<file path="config.mk">
export PLATFORM = sky130hd
export DESIGN_NAME = cordic_input_prep
export DESIGN_NICKNAME = d
export VERILOG_FILES = /design/src/rtl/cordic_input_prep.sv
export SDC_FILE = /design/constraint.sdc
export NUM_CORES = 1
export LEC_CHECK = 0
export CORE_MARGIN = 5
export CORE_UTILIZATION = 38
export DETAILED_ROUTE_END_ITERATION = 8
export MAX_ROUTING_LAYER = met4
export PLACE_DENSITY_LB_ADDON = 0.1
export SYNTH_ARGS = -nofsm -noshare
export SYNTH_HDL_FRONTEND = slang
export SYNTH_SLANG_ARGS = --single-unit
</file>
<file path="constraint.sdc">
create_clock -name clk -period 2.4 [get_ports clk]
set_input_delay 0.72 -clock clk [delete_from_list [all_inputs] [get_ports clk]]
set_output_delay 0.72 -clock clk [all_outputs]
set_load 0.01 [all_outputs]
</file>
<file path="src/rtl/cordic_input_prep.sv">
// CORDIC front-end: decodes the function select, range-reduces rotation angles by +/-pi
// and loads the core's initial vector. Optional reduction enabled by CORDIC_RANGE_REDUCE_EN.
module cordic_input_prep #(
  parameter int               WIDTH    = 32,
  parameter int               MAX_ITER = 16,
  parameter logic [WIDTH-1:0] ONE      = 32'h00010000,
  parameter logic [WIDTH-1:0] PI       = 32'h0003243F,
  parameter logic [WIDTH-1:0] HALF_PI  = 32'h00019220
) (
  input  logic             clk,
  input  logic             rst,
  input  logic [3:0]       select,
  input  logic [WIDTH-1:0] value_in,
  input  logic             in_valid,
  output logic             in_ready,
  output logic [WIDTH-1:0] x0,
  output logic [WIDTH-1:0] y0,
  output logic [WIDTH-1:0] z0,
  output logic [3:0]       sel_out,
  output logic             neg,
  output logic             range_err,
  output logic             out_valid,
  input  logic             out_ready
);

`ifdef CORDIC_RANGE_REDUCE_EN
  typedef enum logic [1:0] {IDLE = 2'd0, REDUCE = 2'd1, OUT = 2'd2} state_t;
`else
  typedef enum logic {IDLE = 1'b0, OUT = 1'b1} state_t;
`endif

  state_t           state_r, state_nxt_s;
  logic [WIDTH-1:0] x0_r, x0_nxt_s;
  logic [WIDTH-1:0] y0_r, y0_nxt_s;
  logic [WIDTH-1:0] z0_r, z0_nxt_s;
  logic [3:0]       sel_r, sel_nxt_s;
  logic             out_valid_r, out_valid_nxt_s;

  assign in_ready  = (state_r == IDLE) && !rst;
  assign x0        = x0_r;
  assign y0        = y0_r;
  assign z0        = z0_r;
  assign sel_out   = sel_r;
  assign out_valid = out_valid_r;

`ifdef CORDIC_RANGE_REDUCE_EN
  localparam int CNT_W = $clog2(MAX_ITER + 1);
  localparam logic signed [WIDTH-1:0] POS_HALF_PI = HALF_PI;
  localparam logic signed [WIDTH-1:0] NEG_HALF_PI = {WIDTH{1'b0}} - HALF_PI;

  logic signed [WIDTH-1:0] z_r, z_nxt_s;
  logic [CNT_W-1:0]        count_r, count_nxt_s;
  logic                    neg_r, neg_nxt_s;
  logic                    err_r, err_nxt_s;
  logic                    above_s, below_s, is_tan_s;

  assign neg       = neg_r;
  assign range_err = err_r;
  assign above_s   = (z_r > POS_HALF_PI);
  assign below_s   = (z_r < NEG_HALF_PI);
  // tan only when neither sin nor cos has priority
  assign is_tan_s  = !sel_r[0] && !sel_r[1] && sel_r[2];

  // Next-state and next-output decode, one reduction step per REDUCE cycle
  always_comb begin
    state_nxt_s     = state_r;
    x0_nxt_s        = x0_r;
    y0_nxt_s        = y0_r;
    z0_nxt_s        = z0_r;
    sel_nxt_s       = sel_r;
    out_valid_nxt_s = out_valid_r;
    z_nxt_s         = z_r;
    count_nxt_s     = count_r;
    neg_nxt_s       = neg_r;
    err_nxt_s       = err_r;
    case (state_r)
      IDLE: begin
        if (in_valid) begin
          sel_nxt_s   = select;
          neg_nxt_s   = 1'b0;
          count_nxt_s = {CNT_W{1'b0}};
          if (select[2:0] == 3'b000) begin
            x0_nxt_s        = ONE;
            y0_nxt_s        = value_in;
            z0_nxt_s        = {WIDTH{1'b0}};
            err_nxt_s       = 1'b0;
            out_valid_nxt_s = 1'b1;
            state_nxt_s     = OUT;
          end else begin
            z_nxt_s     = value_in;
            state_nxt_s = REDUCE;
          end
        end else begin
          state_nxt_s = IDLE;
        end
      end
      REDUCE: begin
        if ((above_s || below_s) && (count_r != CNT_W'(MAX_ITER))) begin
          z_nxt_s     = above_s ? (z_r - PI) : (z_r + PI);
          neg_nxt_s   = !neg_r;
          count_nxt_s = count_r + CNT_W'(1);
        end else begin
          x0_nxt_s        = ONE;
          y0_nxt_s        = {WIDTH{1'b0}};
          z0_nxt_s        = z_r;
          neg_nxt_s       = is_tan_s ? 1'b0 : neg_r;
          err_nxt_s       = above_s || below_s;
          out_valid_nxt_s = 1'b1;
          state_nxt_s     = OUT;
        end
      end
      OUT: begin
        if (out_ready) begin
          out_valid_nxt_s = 1'b0;
          state_nxt_s     = IDLE;
        end else begin
          state_nxt_s = OUT;
        end
      end
      default: begin
        out_valid_nxt_s = 1'b0;
        state_nxt_s     = IDLE;
      end
    endcase
  end

  // Reduction working registers
  always_ff @(posedge clk or posedge rst) begin
    if (rst) begin
      z_r     <= {WIDTH{1'b0}};
      count_r <= {CNT_W{1'b0}};
      neg_r   <= 1'b0;
      err_r   <= 1'b0;
    end else begin
      z_r     <= z_nxt_s;
      count_r <= count_nxt_s;
      neg_r   <= neg_nxt_s;
      err_r   <= err_nxt_s;
    end
  end
`else
  assign neg       = 1'b0;
  assign range_err = 1'b0;

  // Next-state and next-output decode; rotation angles load unreduced
  always_comb begin
    state_nxt_s     = state_r;
    x0_nxt_s        = x0_r;
    y0_nxt_s        = y0_r;
    z0_nxt_s        = z0_r;
    sel_nxt_s       = sel_r;
    out_valid_nxt_s = out_valid_r;
    case (state_r)
      IDLE: begin
        if (in_valid) begin
          sel_nxt_s       = select;
          x0_nxt_s        = ONE;
          out_valid_nxt_s = 1'b1;
          state_nxt_s     = OUT;
          if (select[2:0] == 3'b000) begin
            y0_nxt_s = value_in;
            z0_nxt_s = {WIDTH{1'b0}};
          end else begin
            y0_nxt_s = {WIDTH{1'b0}};
            z0_nxt_s = value_in;
          end
        end else begin
          state_nxt_s = IDLE;
        end
      end
      OUT: begin
        if (out_ready) begin
          out_valid_nxt_s = 1'b0;
          state_nxt_s     = IDLE;
        end else begin
          state_nxt_s = OUT;
        end
      end
      default: begin
        out_valid_nxt_s = 1'b0;
        state_nxt_s     = IDLE;
      end
    endcase
  end
`endif

  // State and registered outputs
  always_ff @(posedge clk or posedge rst) begin
    if (rst) begin
      state_r     <= IDLE;
      x0_r        <= {WIDTH{1'b0}};
      y0_r        <= {WIDTH{1'b0}};
      z0_r        <= {WIDTH{1'b0}};
      sel_r       <= 4'b0000;
      out_valid_r <= 1'b0;
    end else begin
      state_r     <= state_nxt_s;
      x0_r        <= x0_nxt_s;
      y0_r        <= y0_nxt_s;
      z0_r        <= z0_nxt_s;
      sel_r       <= sel_nxt_s;
      out_valid_r <= out_valid_nxt_s;
    end
  end

endmodule
</file>
==> results of run 1 <==
[per-stage QoR]
step | utilization [%] | power (mW) | instances | setup slack [ps] | TNS, ps
final | 54.29 | 3.450 | 463 | 168.9 | 0
after global routing | 54.29 | 3.630 | 463 | 141.7 | 0
after CTS | 54.29 | 3.495 | 463 | 158.4 | 0
after detailed placement | 51.71 | 2.419 | 447 | -88.70 | -88.70
after global placement | 51.71 | 2.406 | 447 | -87.54 | -87.54
after floorplan | - | 1.954 | 270 | 803.0 | 0
[power groups by stage]
| stage | Combinational, mW | Clock [mW] | Sequential [mW] |
|---|---|---|---|
| after floorplan | 0.399 | 0 | 1.56 |
| after global placement | 0.919 | 0 | 1.49 |
| after detailed placement | 0.931 | 0 | 1.49 |
| after CTS | 0.932 | 1.09 | 1.47 |
| after global routing | 0.984 | 1.15 | 1.49 |
| final | 0.918 | 1.07 | 1.47 |
[cell families (layout without fill, tap and decap cells)]
group	Yosys count	in the layout	share of synthesized area, %
AO/OA/AOI/OAI	66	66	24.21
multiplexers	4	4	1.347
other	1	33	0.1121
flip-flops	71	71	53.12
AND/OR/NAND/NOR	38	38	8.268
buffers and inverters	58	143	12.94
[layout make-up]
cell class	instances	area [µm²]	area share, %
clock buffers	13	158.9	3.389
clock inverters	3	65.06	1.388
inverters	3	15.01	0.3203
multi-input cells	141	1270	27.09
flip-flops and latches	71	1777	37.90
well taps	108	135.1	2.882
repair buffers	124	1267	27.04
[registers in the layout (all words and copies together) (netlist names)]
signal,flops
y0,32
z0,32
sel_out,4
x0,1
out_valid,1
state_r,1
[Yosys cell counts (all sizes together)]
master | number | area, µm²
dfrtp | 71 | 1777
nand2b | 2 | 12.51
o21ai | 1 | 5.000
mux2 | 4 | 45.04
o22ai | 1 | 6.260
nor3 | 1 | 10.01
or3 | 1 | 6.260
inv | 3 | 11.26
clkbuf | 6 | 22.52
conb | 1 | 3.750
o2bb2ai | 64 | 798.3
buf | 49 | 399.1
nand3b | 32 | 240.2
nor2 | 2 | 7.510
[worst reg2reg max path, delay by kind of cell, from the launching register on]
family	cells	cell delay, ps
buf+inv	1	330
flops	1	360
mux	1	380
simple gates	1	380
[layer usage]
layer  GRT usage (%)  share of wire, %
met4           4.440               1.0
met3           4.664               7.5
met1           21.20                46
met2           22.95                45
met5               -                 0
[path summary, 6_finish.rpt]
| check | end | depth (start not counted) |
|---|---|---|
| worst max-delay path | in_ready | 3 |
| worst min-delay path | x0[16] | 1 |
| worst max register to register | sel_out[1] | 3 |
| worst min register to register | x0[16] | 1 |
| max in group asynchronous | z0[14] | 4 |
| min in group asynchronous | y0[11] | 3 |
==> results.md, run 1 <==
* Switch share at 26.71%
* Placed Area at 4466 µm²
* Worst VDD drop at 0.0003743 V
* Post_cts resized at 1
* Outcome: completed
* N_diodes at 0
* R2r setup slk at 840 ps
* First-pass GRT wire length at 13450 µm
* Nets at 390
* Final period util at 92.96%
* Fillers at 765
* Layout cells sized above 1 at 19.15%
* CP delay by family, top: buffers and inverters
* Chip Width at 103.8 µm
* CP max stage delay at 480 ps
* Crit path buf inv count at 2
* Root buf cell: clkbuf_8
* Via count at 2228
* Leak pwr at 1.901 nW
* Detail Route Antenna Nets at 0
* Vias in the first global route at 2507
* Commonest non-fill, non-tap cell in the layout: clkdlybuf4s50_1
* Initial antenna violation count at 0
* Gp weighted congestion at 0.7211
* Int Power at 2.529 mW
* Hold Path Class: reg2reg
* Worst path required time at 1680 ps
* Clock sink total at 71
* Crit end category: output port
* Crit start category: input port
* Count of final hold-check violations at 0
* Post-DR vias/cell at 4.812
* Routed len/inst at 17.70 µm
* Combinational share of power at 26.6%
* Max stage delay cell, worst path: clkdlybuf4s50_1
* Overall die height at 103.8 µm
* Core area at 8636 µm²
* Final WL at 8196 µm
* YS warnings at 0
* Synth Register Bits at 71
* HP Start: x0[16]
* Clock tree buffer depth at 2
* DRC at 0
* Mapped Area at 3344 µm²
* RR Startpoint: state_r
* Net Sw Power at 0.9215 mW
* Maximum fanout along the worst path at 2
* Port Buf Inserts at 110
* Cts hold-fix bufs at 0
* RSZ-0062 raised after global routing: false
* Max Cap Viol at 0
* Crit path arrival time at 1510 ps
* CTS tree: done
* Crit-path cells: clkdlybuf4s50_1 > nor2_1 > dlygate4sd2_1
* Clock latency on the worst-skew pair at 330 ps
* H-Tree Depth at 3
* Detailed Routing Iterations Pass 1 at 4
* Post-synthesis average cell area at 14.05 µm²
* Sequential Power Share at 42.5%
* Seq/Total Area, Yosys at 53.12%
* Final setup viols at 0
* Clock transition at path regs at 70 ps
* Die Area at 10780 µm²
* Crit Path Class: in2out
* Slew Viols, Final at 0
* Minimum clock period at 2231 ps
* Initial DRC count at 77
* Dpl hpwl at 5669 µm
* Max Clock Skew at 9.498 ps
* Min Hold Slack at 467.1 ps
* Overflow after GRT at 0
* Total GRT Usage at 15.68%
* FP Rows at 34
* PwrDens at 735.9 nW/µm²
* Most frequent cells in the layout: clkdlybuf4s50_1, dfrtp_1, conb_1
* Setup Fix Bufs, Post-CTS at 0
* Clk pwr share at 30.9%
* Crit path launch: rst
* Starting Density at 38.73%
* Area growth syn-to-layout at 40.18%
* Largest net degree at the start of global routing at 36
* Netlist cell types at 19
* TritonCTS Buffers at 9
* Synthesized instance count at 238
* Top-level I/O count at 144
* Design area at 4688 µm²
* Max Fclk at 448.2 MHz
Note: power is estimated with default switching activity, not from simulation.
==> inputs of run 2 (changes only) <==
--- a/config.mk
+++ b/config.mk
@@ -5,7 +5,6 @@
 export SDC_FILE = /design/constraint.sdc
 export NUM_CORES = 1
 export LEC_CHECK = 0
-export CORE_MARGIN = 5
 export CORE_UTILIZATION = 38
 export DETAILED_ROUTE_END_ITERATION = 8
 export MAX_ROUTING_LAYER = met4
==> results.md, run 2 (synthesis results as in run 1) <==
* Outcome: completed (unchanged)
* Die Area at 9181 µm² (was 10780 µm²)
* PwrDens at 716.6 nW/µm² (was 735.9 nW/µm²)
* Initial antenna violation count at 0 (unchanged)
* Area growth syn-to-layout at 38.68% (was 40.18%)
* First-pass GRT wire length at 12410 µm (was 13450 µm)
* Layout cells sized above 1 at 19.15% (unchanged)
* Most frequent cells in the layout: clkdlybuf4s50_1, dfrtp_1, conb_1 (unchanged)
* Root buf cell: clkbuf_8 (unchanged)
* Crit end category: output port (unchanged)
* Worst path required time at 1680 ps (about the same)
* Initial DRC count at 51 (was 77)
* Top-level I/O count at 144 (unchanged)
* Placed insts at 444 (was 447)
* Routed len/inst at 17.06 µm (was 17.70 µm)
* Min Hold Slack at 470.4 ps (was 467.1 ps)
* Max stage delay cell, worst path: clkdlybuf4s50_1 (unchanged)
* Gp weighted congestion at 0.6915 (was 0.7211)
* Leak pwr at 1.882 nW (was 1.901 nW)
* Starting Density at 39.90% (was 38.73%)
* Power, Total at 3.324 mW (was 3.450 mW)
* Worst Reg-to-Reg Cells at 4 (was 3)
* Clock transition at path regs at 70 ps (about the same)
* Total GRT Usage at 18.75% (was 15.68%)
* Maximum fanout along the worst path at 2 (unchanged)
* Dpl hpwl at 5218 µm (was 5669 µm)
* Clock tree buffer depth at 2 (unchanged)
* Cells on Worst Hold Path at 1 (unchanged)
* RR Startpoint: state_r (unchanged)
* Finished Core Util at 55.34% (was 54.29%)
* Detail Route Antenna Nets at 0 (unchanged)
* Crit Path Class: in2out (unchanged)
* Worst R2R End: y0[29] (was sel_out[1])
* CP delay by family, top: buffers and inverters (unchanged)
* DRC at 0 (unchanged)
* Non-filler cells, final at 460 (was 463)
* Crit path arrival time at 1580 ps (was 1510 ps)
* Final setup viols at 0 (unchanged)
* Crit-path cells: clkdlybuf4s50_1 > nor2_1 > dlygate4sd2_1 (unchanged)
* Max Cap Viol at 0 (unchanged)
* Hold Path End: x0[16] (unchanged)
* Count of final hold-check violations at 0 (unchanged)
* Slew Viols, Final at 0 (unchanged)
* Setup TNS at 0 ps (unchanged)
* H-Tree Depth at 3 (unchanged)
* Overflow after GRT at 0 (unchanged)
* Max Fclk at 434.2 MHz (was 448.2 MHz)
* Minimum clock period at 2303 ps (was 2231 ps)
* Max Clock Skew at 6.153 ps (was 9.498 ps)
* CTS tree: done (unchanged)
* Overall die height at 95.82 µm (was 103.8 µm)
* Largest net degree at the start of global routing at 36 (unchanged)
* CP max stage delay at 520 ps (was 480 ps)
* N_diodes at 0 (unchanged)
* Final period util at 95.96% (was 92.96%)
* Via count at 2269 (was 2228)
* Clock latency on the worst-skew pair at 330 ps (about the same)
* Detailed Routing Iterations Pass 1 at 4 (unchanged)
* Nets at 390 (unchanged)
* Worst VDD drop at 0.0003483 V (was 0.0003743 V)
* FP Rows at 33 (was 34)
* Chip Width at 95.82 µm (was 103.8 µm)
* Commonest non-fill, non-tap cell in the layout: clkdlybuf4s50_1 (unchanged)
* HP Start: x0[16] (unchanged)
* Crit start category: input port (unchanged)
* Crit path buf inv count at 2 (unchanged)
* Core area at 8382 µm² (was 8636 µm²)
* Vias in the first global route at 2364 (was 2507)
* Post-DR vias/cell at 4.933 (was 4.812)
* Final WL at 7848 µm (was 8196 µm)
* R2r setup slk at 810 ps (was 840 ps)
* Clock sink total at 71 (unchanged)
* Hold Path Class: reg2reg (unchanged)
* TritonCTS Buffers at 9 (unchanged)
* Port Buf Inserts at 110 (unchanged)
* RSZ-0062 raised after global routing: false (unchanged)
[run 2: worst max path at each step]
stage / from / slack [ps] / end / cells past startpoint
floorplan: rst / 800 / in_ready / 1
global route: rst / 80 / in_ready / 3
global placement: rst / -140 / in_ready / 3
CTS: rst / 100 / in_ready / 3
finish: rst / 100 / in_ready / 3
detailed placement: rst / -150 / in_ready / 3
[run 2: area by class of cell]
cell class                 count  area (µm²)
clock buffer                  12       145.1
clock inverter                 4       45.04
fill                         723        3744
inverter                       3       15.01
multi-input combinational    141        1270
sequential                    71        1777
tap                          105       131.4
timing repair buffer         124        1255
[run 2: stage by stage]
step / setup slack (ps) / instance area [µm²]
detailed placement: -150.9 / 4449
global placement: -137.9 / 4449
floorplan: 803.0 / 3468
CTS: 97.93 / 4638
global route: 80.41 / 4638
finish: 96.88 / 4638
[run 2: per-layer routing]
layer  up-vias  track usage, %  routed length [µm]
met4         0           6.343                  88
met5         -               -                   0
met1      1124           25.01                3736
met3         9           4.502                 444
li1       1041               -                   -
met2        95           28.04                3579
[run 2: timing repair]
action	4_1_cts	5_1_grt
setup buffers	0	0
hold buffers	0	0
endpoints found under the hold margin	0	0
resized for setup	1	0
setup endpoints to repair	1	0
[run 2: report_power, final]
| group | internal [mW] | switching (mW) |
|---|---|---|
| Sequential | 1.36 | 0.109 |
| Combinational | 0.522 | 0.386 |
| Clock | 0.505 | 0.442 |
| Total | 2.39 | 0.936 |
